### src/rtl/ps2_rx_fifo.sv
// PS/2 device-to-host receiver: synchronises the pins, deframes 11-bit frames with
// start/stop/odd-parity checks and a mid-frame timeout, and queues good bytes in a FIFO.
module ps2_rx_fifo #(
  parameter int ADDR_W      = 3,
  parameter int SYNC_STAGES = 3,
  parameter int TIMEOUT     = 50000
) (
  input  logic              i_clk,
  input  logic              i_clr,
  input  logic              i_ps2_clk,
  input  logic              i_ps2_data,
  input  logic              i_nextdata_n,
  output logic [7:0]        o_data,
  output logic              o_ready,
  output logic              o_overflow,
  output logic [ADDR_W:0]   o_count,
  output logic              o_parity_err,
  output logic              o_frame_err
);

  // state  | meaning
  // S_IDLE | bitcnt=0, waiting for the start-bit falling edge
  // S_RECV | bitcnt 1..10, shifting frame bits in LSB first

  localparam int DEPTH = 2 ** ADDR_W;
  localparam int TMO_W = $clog2(TIMEOUT + 1);
  localparam logic [TMO_W-1:0]  TMO_LAST = TMO_W'(TIMEOUT - 1);
  localparam logic [ADDR_W:0]   FULL_CNT = (ADDR_W + 1)'(DEPTH);

  typedef enum logic {S_IDLE, S_RECV} state_t;

  logic [SYNC_STAGES-1:0] r_clk_sync;
  logic [SYNC_STAGES-1:0] r_data_sync;
  logic                   r_clk_prev;
  logic                   w_clk_s;
  logic                   w_data_s;
  logic                   w_fall;

  state_t                 r_state;
  logic [3:0]             r_bitcnt;
  logic [9:0]             r_shift;
  logic [TMO_W-1:0]       r_tmo;
  logic                   r_parity_err;
  logic                   r_frame_err;

  logic                   w_last;
  logic [7:0]             w_byte;
  logic                   w_frame_bad;
  logic                   w_par_bad;
  logic                   w_push;

  logic [7:0]             r_mem [DEPTH];
  logic [ADDR_W-1:0]      r_wptr;
  logic [ADDR_W-1:0]      r_rptr;
  logic [ADDR_W:0]        r_count;
  logic                   r_overflow;
  logic                   w_pop;
  logic                   w_full;
  logic                   w_wr;

  assign w_clk_s  = r_clk_sync[SYNC_STAGES-1];
  assign w_data_s = r_data_sync[SYNC_STAGES-1];
  assign w_fall   = r_clk_prev & ~w_clk_s;

  // Flops reset to 1 so a reset never manufactures a falling edge on an idle bus
  always_ff @(posedge i_clk) begin
    if (i_clr) begin
      r_clk_sync  <= '1;
      r_data_sync <= '1;
      r_clk_prev  <= 1'b1;
    end else begin
      r_clk_sync  <= {r_clk_sync[SYNC_STAGES-2:0], i_ps2_clk};
      r_data_sync <= {r_data_sync[SYNC_STAGES-2:0], i_ps2_data};
      r_clk_prev  <= w_clk_s;
    end
  end

  // After ten samples r_shift holds {parity, data[7:0], start}; the stop bit is the live sample
  assign w_last      = (r_state == S_RECV) && w_fall && (r_bitcnt == 4'd10);
  assign w_byte      = r_shift[8:1];
  assign w_frame_bad = r_shift[0] | ~w_data_s;
  assign w_par_bad   = ~(^{w_byte, r_shift[9]});
  assign w_push      = w_last & ~w_frame_bad & ~w_par_bad;

  always_ff @(posedge i_clk) begin
    if (i_clr) begin
      r_state      <= S_IDLE;
      r_bitcnt     <= 4'd0;
      r_shift      <= 10'd0;
      r_tmo        <= '0;
      r_parity_err <= 1'b0;
      r_frame_err  <= 1'b0;
    end else begin
      r_parity_err <= 1'b0;
      r_frame_err  <= 1'b0;
      case (r_state)
        S_IDLE: begin
          r_tmo <= '0;
          if (w_fall) begin
            r_shift  <= {w_data_s, r_shift[9:1]};
            r_bitcnt <= 4'd1;
            r_state  <= S_RECV;
          end
        end
        S_RECV: begin
          if (w_fall) begin
            r_tmo <= '0;
            if (r_bitcnt == 4'd10) begin
              r_bitcnt <= 4'd0;
              r_state  <= S_IDLE;
              if (w_frame_bad)
                r_frame_err <= 1'b1;
              else if (w_par_bad)
                r_parity_err <= 1'b1;
            end else begin
              r_shift  <= {w_data_s, r_shift[9:1]};
              r_bitcnt <= r_bitcnt + 4'd1;
            end
          end else if (r_tmo == TMO_LAST) begin
            r_tmo       <= '0;
            r_bitcnt    <= 4'd0;
            r_state     <= S_IDLE;
            r_frame_err <= 1'b1;
          end else begin
            r_tmo <= r_tmo + TMO_W'(1);
          end
        end
        default: begin
          r_state  <= S_IDLE;
          r_bitcnt <= 4'd0;
        end
      endcase
    end
  end

  // A pop on the same edge as a push into a full FIFO frees the slot being written
  assign w_pop  = ~i_nextdata_n & (r_count != '0);
  assign w_full = (r_count == FULL_CNT);
  assign w_wr   = w_push & (~w_full | w_pop);

  always_ff @(posedge i_clk) begin
    if (w_wr)
      r_mem[r_wptr] <= w_byte;
  end

  always_ff @(posedge i_clk) begin
    if (i_clr) begin
      r_wptr     <= '0;
      r_rptr     <= '0;
      r_count    <= '0;
      r_overflow <= 1'b0;
    end else begin
      if (w_wr)
        r_wptr <= r_wptr + ADDR_W'(1);
      if (w_pop)
        r_rptr <= r_rptr + ADDR_W'(1);
      case ({w_wr, w_pop})
        2'b10:   r_count <= r_count + (ADDR_W + 1)'(1);
        2'b01:   r_count <= r_count - (ADDR_W + 1)'(1);
        default: r_count <= r_count;
      endcase
      if (w_pop)
        r_overflow <= 1'b0;
      else if (w_push && w_full)
        r_overflow <= 1'b1;
    end
  end

  assign o_data       = r_mem[r_rptr];
  assign o_ready      = (r_count != '0);
  assign o_count      = r_count;
  assign o_overflow   = r_overflow;
  assign o_parity_err = r_parity_err;
  assign o_frame_err  = r_frame_err;

endmodule

### config.mk
export PLATFORM = sky130hd
export DESIGN_NAME = ps2_rx_fifo
export DESIGN_NICKNAME = d
export VERILOG_FILES = /design/src/rtl/ps2_rx_fifo.sv
export SDC_FILE = /design/constraint.sdc
export NUM_CORES = 1
export LEC_CHECK = 0
export ABC_AREA = 1
export CAP_MARGIN = 25
export CORE_AREA = 4 4 101 103
export CTS_BUF_LIST = sky130_fd_sc_hd__clkbuf_4 sky130_fd_sc_hd__clkbuf_8
export DETAILED_ROUTE_END_ITERATION = 8
export DIE_AREA = 0 0 105 107
export DONT_BUFFER_PORTS = 1
export PLACE_DENSITY_LB_ADDON = 0.2
export SLEW_MARGIN = 5
export SYNTH_ARGS = -nofsm -noshare
export SYNTH_HDL_FRONTEND = slang
export SYNTH_SLANG_ARGS = --single-unit
### constraint.sdc
create_clock -name i_clk -period 2.4 [get_ports i_clk]
set_clock_uncertainty 0.2 [all_clocks]
set_input_delay 0.48 -clock i_clk [delete_from_list [all_inputs] [get_ports i_clk]]
set_output_delay 0.48 -clock i_clk [all_outputs]
set_load 0.005 [all_outputs]
# == Word-level counts from Yosys, hierarchy flattened ==
# Memory sizes are Yosys's and may differ from the RTL's. A register that Yosys moved wholly into a read port is not among the register bits.
# Index checks and enable logic that the tools add are counted.
# totals
rom_bits,0
input_bits,5
wordCells,82
output_inout_bits,16
register_bits,51
mem_bits_rw,64
latch_bits,0
mem_count,1
# classes
n_div,0
muxes,27
n_eq_ne,9
order_cmp,0
reduce_logical,11
multipliers,0
shifts,0
bitwise_logic,15
n_addsub,6
# mem_list
name,depth,width,read_ports,rd_ports_with_merged_regs,write_ports,line_no,rtl
r_mem,8,8,1,1,1,52,logic [7:0] r_mem [DEPTH];
# op_table
cell,n
16-bit two-way mux,2
16-bit case mux with 2 select lines,1
10-bit two-way mux,3
10-bit case mux with 2 select lines,1
"16-bit by 1-bit adder with 16-bit output, second input constant",1
"16-bit == test, second input constant",1
4-bit two-way mux,4
4-bit case mux with 2 select lines,2
1-bit two-way mux,11
9-bit XOR reduction,1
"4-bit by 1-bit adder with 4-bit output, second input constant",2
"4-bit == test, second input constant",2
1-bit inverter,8
"3-bit by 1-bit adder with 3-bit output, second input constant",2
3-bit two-way mux,2
"2-bit inequality test, second input constant",3
1-bit bitwise AND,5
5-bit OR reduction,1
4-bit nonzero test,1
2-bit OR reduction,2
"4-bit by 1-bit subtractor with 4-bit output, second input constant",1
1-bit logical AND,3
"3-bit by 2-bit inequality test with 1-bit output, second input constant",1
3-bit AND reduction,1
6 further kinds,7

# == Logic depth before layout (Yosys ltp) ==
# Gate-level depths: netlist of run 1.
# logic_depth
word_depth,9
mapped_depth,20
depth_no_buf,20

# == Worst setup path after synthesis of run 1 ==
# OpenSTA, ideal clock, no wires.
# synth_path
kind,register -> register
startpoint,register r_shift[1]
endpoint,"memory r_mem[0][0], enable pin"
slack_ns,-0.101
path_stages_with_launch,12
setup_ns,0.383
path_buffers,0
required_ns,1.817
arrival_time_ns,1.918
period_less_slack_ns,2.501
path_cell_list,dfxtp_1 -> inv_2 -> nand2_2 -> nand2_1 -> nand2_1 -> nand3_1 -> nand2_1 -> nand2_1 -> nand2_4 -> nand3_4 -> or2_4 -> nor3_1
# synth_between
elab_chain_cells,5
# synth_rtl
element,line_no,rtl
start: declaration,41,logic [9:0] r_shift;
start signal: assignment,100,"r_shift <= {w_data_s, r_shift[9:1]};"
start signal: assignment,116,"r_shift <= {w_data_s, r_shift[9:1]};"
9-bit XOR reduction,82,"assign w_par_bad = ~(^{w_byte, r_shift[9]});"
1-bit bitwise AND,83,assign w_push = w_last & ~w_frame_bad & ~w_par_bad;
1-bit bitwise AND,139,assign w_wr = w_push & (~w_full | w_pop);
1-bit two-way mux,142,if (w_wr)
1-bit two-way mux (implied by the code),143,r_mem[r_wptr] <= w_byte;
end: declaration,52,
# Every way passes these cells.

# == Worst setup path in the final report of run 1 ==
# layout_path
startpoint,register r_bitcnt[0]
endpoint,"memory r_mem[4][4], enable pin"
# layout_between
elab_chain_cells,7
# layout_rtl
element,line_no,rtl
start: declaration,40,logic [3:0] r_bitcnt;
start signal: assignment,117,r_bitcnt <= r_bitcnt + 4'd1;
4-bit == test,79,assign w_last = (r_state == S_RECV) && w_fall && (r_bitcnt == 4'd10);
1-bit logical AND,79,
1-bit bitwise AND (2 in series),83,
1-bit bitwise AND,139,
1-bit two-way mux,142,
1-bit two-way mux (implied by the code),143,
# Every way passes these cells.

==> run metrics, run 1 <==
Worst-Margin Slew=0.5607 ns; Max VDD drop=505.5 µV; Hold Startpoint=i_clr; area post-placement=0.005169 mm²; worst reg2reg endpoint=r_mem[4][4]; Net Sw Frac=0.3194; P_int=0.003541 W; initial antenna violation count=0; clock power share=0.287; Endpoint, Worst Hold=o_frame_err; GPL Wtd Cong=0.8398; crit end category=flip-flop; Critical Path Fanout Max=8; Final setup viols=0; Rows=35; Comb power frac=0.272; Inserted Diodes=0; fmax=0.4354 GHz; synthesized area per cell=9.686 µm²; R2R Setup Slk=0.10 ns; Worst EP arrival=2.22 ns; vias in the first global route=3390; I/O Pins=21; I/O Buffers=0; syn nets=515; routed len/inst=13.96 µm; number of fill cells in the layout=803; Reg-to-Reg Start=r_bitcnt[0]; Initial Util=0.5287; DIE HEIGHT=107 µm; Core Region=0.009196 mm²; FF/Latch Area=0.003017 mm²; Final Cycle Share=0.9569; dpl hpwl=6.208 mm; most frequent cells in the layout=nor2_1, edfxtp_1, nand2_1; final hold vios=0; H-tree levels=4; synth warn=0; clock root cell=clkbuf_8; Die Wd=105 µm; Layout area overhead=17.27%; minimum clock period=2.296 ns; max-cap violation count=0; Setup WS post-layout=0.1035 ns; CP max-delay cell=dfxtp_1; hold crit path type=input pin to flip-flop; multi-input logic area=0.001684 mm²; GRT Total Usage=0.1776; cell count after synthesis=502; Clk Latency, worst-skew pair=0.42 ns; first-pass GRT wire length=15.88 mm; LEAKAGE=2.190 nW; Clock Path Buffers=2; Slew Limit Fails=0; most common cell after layout, fill and taps aside=nor2_1; clock slew at reported path FFs=0.06 ns; Setup WS pre-CTS=0.007521 ns; First DRT Iteration DRCs=159; vias=3515; TritonCTS Sinks=118; flops & latches, synth=118; nets=556; vias per inst=5.270; WS Path Type=flip-flop to flip-flop; power per cell area=912.3 mW/mm²; Sequential Power Share=0.441; Cells on Worst Hold Path=3; Distinct cells, synth=34; WP data required=2.32 ns; Switch Pwr=0.001661 W; status=completed; CP cell instances=inv_1 > ha_1 > nand3_1 > inv_1 > nand2_4 > nor2_8 > buf_4 > nand3_4 > or2_4 > nor3_1 > buf_4; largest net degree at the start of global routing=33; final wirelength=9.313 mm; Max-slew headroom=0.6258; post-synthesis sequential area ratio=0.6176; CTS tree=done; cell area after synthesis=0.004862 mm²; DRT Pass-1 Iters=4; Worst R2R Path Depth=11; ANT nets after route=0; layout cell share with drive strength beyond 1=0.1978; area of the die=0.01124 mm²; crit path launch type=flip-flop; Post-Layout Inst Area=0.005702 mm²; delay of the slowest critical-path stage=0.34 ns; RSZ-0062 raised after global routing=yes; # DRC=0; Num CTS Buffers=17; total gr overflow=0
-- stage by stage --
| stage | utilization | power, W | setup TNS [ns] | hold WS (ns) | instances |
|---|---|---|---|---|---|
| 6_report | 0.6200 | 0.005202 | 0 | 0.06084 | 667 |
| 3_3_place_gp | 0.5620 | 0.003480 | 0 | 0.1923 | 628 |
| 4_1_cts | 0.6075 | 0.005100 | 0 | 0.03522 | 665 |
| 5_1_grt | 0.6200 | 0.005550 | -0.07335 | 0.04761 | 667 |
| 3_5_place_dp | 0.5620 | 0.003512 | 0 | 0.1928 | 628 |
| 2_1_floorplan | - | 0.003150 | -3.667 | 0.1895 | 502 |
-- cell usage after synthesis (all sizes together) --
cell,instances,area share
a31oi,10,0.013
o21ai,53,0.055
dfxtp,54,0.22
edfxtp,64,0.40
ha,7,0.018
xor2,1,0.0018
or2,7,0.0095
nand3b,1,0.0015
inv,50,0.039
o21a,1,0.0015
o22ai,8,0.010
buf,3,0.0028
clkbuf,11,0.0085
nand3,17,0.021
nand2,63,0.051
nand4,5,0.0064
a211oi,1,0.0015
a22oi,1,0.0015
nor3b,1,0.0015
nor2,86,0.070
fa,1,0.0041
nor3,21,0.025
nor4,1,0.0013
xnor2,4,0.0072
a21oi,31,0.032
-- flip-flops by register name, indices dropped and copies added (netlist names), named ones only --
register	flops
o_count	4
o_frame_err	1
o_overflow	1
o_parity_err	1
r_bitcnt	4
r_clk_prev	1
r_clk_sync	3
r_data_sync	3
r_mem	64
r_rptr	3
r_shift	10
r_state	1
r_tmo	16
r_wptr	3
-- cells by family after synthesis --
kind of cell / share of synthesized area
and+or+nand+nor: 0.1871
DFF: 0.6176
AOI/OAI and AO/OA: 0.1143
buffers and inverters: 0.04992
adders and majority gates: 0.02213
xor gates and xnor gates: 0.009006
-- metal layers --
layer / up-vias / global-route usage / wire length [µm]
met5: - / 0 / 0
met4: 0 / 0.06373 / 114
met3: 10 / 0.05659 / 487
met2: 87 / 0.2938 / 4586
met1: 1617 / 0.2195 / 4125
li1: 1801 / - / -
-- worst max path at each step --
stage | startpoint | cells past startpoint | end | slack, ns
after global routing | r_shift[1] | 20 | o_count[3] | -0.07
after CTS | flip-flop | 5 | o_data[3] | 0.003
after detailed placement | r_bitcnt[0] | 11 | r_mem[0][3] | 0.008
after global placement | r_bitcnt[0] | 11 | r_mem[0][5] | 0.10
after floorplan | r_shift[1] | 11 | r_mem[0][0] | -0.10
final | r_bitcnt[0] | 11 | r_mem[4][4] | 0.10
-- cell type report --
class,count,area share
clock buffer,19,0.04367
inverter,50,0.03357
clock inverter,13,0.01492
multi-input combinational,320,0.2954
timing repair buffer,36,0.05903
tap,111,0.02436
sequential,118,0.5291
-- power by group through the flow --
| stage | Sequential [W] | Clock (W) | Combinational, W |
|---|---|---|---|
| global route | 0.00231 | 0.00164 | 0.00160 |
| CTS | 0.00227 | 0.00154 | 0.00129 |
| finish | 0.00229 | 0.00149 | 0.00141 |
| global placement | 0.00231 | 0 | 0.00117 |
| detailed placement | 0.00231 | 0 | 0.00120 |
| floorplan | 0.00232 | 0 | 0.000833 |
-- what timing repair did --
item,in CTS,in global routing
hold buffers,3,0
resized for setup,6,23
setup endpoints to repair,12,74
hold endpoints to repair,12,0
gates cloned,0,1
setup buffers,2,1
pin swaps,0,2
-- critical path, delay by kind of cell (launching register included) --
kind / cells / cell delay [ns]
adder cells (fa/ha/maj): 1 / 0.14
buffers and inverters: 4 / 0.53
flip-flops: 1 / 0.34
AND/OR/NAND/NOR: 6 / 0.79
No activity file was read; power rests on OpenSTA's default activity.
==> inputs of run 2 (changes only) <==
==> constraint.sdc (replaced) <==
create_clock -name i_clk -period 2.4 [get_ports i_clk]
set_clock_uncertainty 0.2 [all_clocks]
set_input_delay 0.24 -clock i_clk [delete_from_list [all_inputs] [get_ports i_clk]]
set_output_delay 0.24 -clock i_clk [all_outputs]
set_load 0.005 [all_outputs]
==> run 2 against run 1 <==
Core utilization shrank 0.76 points. Routed wire length is 0.20% higher. First-iteration DRC count grew 35%. Die area unchanged. Via count down 1.4%. Final cell count is 1.0% lower. Hold slack got worse by 0.0079 ns.
==> run metrics, run 2 (same netlist as run 1, synthesis figures left out) <==
WP data required=2.32 ns; DRT Pass-1 Iters=5; final hold vios=0; vias in the first global route=3307; I/O Pins=21; H-tree levels=4; LEAKAGE=2.147 nW; worst reg2reg endpoint=r_mem[0][4]; FF/Latch Area=0.003008 mm²; Die Wd=105 µm; Max-slew headroom=0.6028; Final Cycle Share=0.9527; CP top delay family=simple AND/OR/NAND/NOR gates; ANT nets after route=0; crit end category=flip-flop; minimum clock period=2.287 ns; dpl hpwl=5.976 mm; R2R Setup Slk=0.11 ns; most frequent cells in the layout=nor2_1, edfxtp_1, nand2_1; Cells on Worst Hold Path=2; vias=3467; RSZ-0062 raised after global routing=yes; fmax=0.4373 GHz; biggest regs=r_mem: 64 flops, r_tmo: 16 flops, r_shift: 10 flops; Hold Worst Slack=0.05292 ns; CP max-delay cell=dfxtp_1; vias per inst=5.253; Setup TNS=0 ns; GRT Total Usage=0.1724; DIE HEIGHT=107 µm; Initial Util=0.5287; Clk Latency, worst-skew pair=0.41 ns; first-pass GRT wire length=15.42 mm; Slew Limit Fails=0; TritonCTS Sinks=118; CP cell instances=inv_1 > ha_1 > nand3_1 > inv_1 > nand2_2 > nor2_8 > buf_4 > nand3_4 > or2_4 > nor3_2 > buf_6; Critical Path Fanout Max=8; WP buf/inv=4; layout cell share with drive strength beyond 1=0.1730; crit path launch type=flip-flop; CP Launch Point=r_bitcnt[0]; final wirelength=9.332 mm; # DRC=0; Final setup viols=0; nets=549; placed insts=624; First DRT Iteration DRCs=214; initial antenna violation count=0; Top reg by flops=r_mem; Final Power=0.005147 W; Hold Startpoint=i_clr; Endpoint, Worst Hold=r_clk_prev; clock slew at reported path FFs=0.06 ns; Num CTS Buffers=17; Worst EP arrival=2.20 ns; Clock Path Buffers=2; max-cap violation count=0; Inserted Diodes=0; Reg-to-Reg Start=r_bitcnt[0]; most common cell after layout, fill and taps aside=nor2_1; Worst-Margin Slew=0.5951 ns; Rows=35; CTS tree=done; number of fill cells in the layout=755; delay of the slowest critical-path stage=0.33 ns; hold crit path type=input pin to flip-flop; clock root cell=clkbuf_8; area of the die=0.01124 mm²; GPL Wtd Cong=0.8084; routed len/inst=14.14 µm; Max VDD drop=674.5 µV; status=completed; power per cell area=913.9 mW/mm²; max reg flops=64; Layout area overhead=15.83%; Finished Core Util=0.6124; Worst R2R Path Depth=11; WS Path Type=flip-flop to flip-flop; Non-Filler Instances=660; CP most frequent cell=inv_1; multi-input logic area=0.001685 mm²; total gr overflow=0; I/O Buffers=0; Core Region=0.009196 mm²; largest net degree at the start of global routing=33
==> run 2: repair_timing <==
item / CTS / global route
resized for setup: 0 / 20
endpoints found under the setup margin: 0 / 65
hold endpoints to repair: 18 / 0
buffers inserted: 0 / 0
hold buffers: 4 / 0
==> run 2: per-layer routing <==
| metal | vias up | global-route usage | wire length (µm) |
|---|---|---|---|
| li1 | 1783 | - | - |
| met1 | 1622 | 0.2188 | 4256 |
| met2 | 60 | 0.2874 | 4642 |
| met3 | 2 | 0.04997 | 398 |
| met4 | 0 | 0.05155 | 35 |
| met5 | - | 0 | 0 |
==> run 2: layout make-up <==
type / instances / share of cell area
multi-input combinational: 320 / 0.2993
clock buffer: 21 / 0.04688
sequential: 118 / 0.5341
tap: 111 / 0.02466
clock inverter: 11 / 0.01933
inverter: 50 / 0.03399
timing repair buffer: 29 / 0.04177
==> run 2: worst max-delay path by stage <==
| stage | endpoint | cells after the start |
|---|---|---|
| floorplan | r_mem[0][0] | 11 |
| global placement | o_count[3] | 16 |
| detailed placement | r_mem[2][5] | 11 |
| CTS | r_mem[2][6] | 11 |
| global route | r_mem[0][4] | 14 |
| finish | r_mem[0][4] | 11 |
==> run 2: report_power, final <==
part           internal (W)  leakage, nW  switching, W
registers           0.00220         1.06     0.0000752
logic              0.000430        0.903      0.000767
clock network      0.000950        0.186      0.000723
total               0.00358         2.15       0.00157
==> run 2: per-stage QoR <==
stage | area (µm²) | setup WS (ns)
global route | 5632 | -0.04767
CTS | 5552 | 0.008936
global placement | 5139 | 0.1039
finish | 5632 | 0.1135
detailed placement | 5139 | 0.01653
floorplan | 4867 | -0.1009
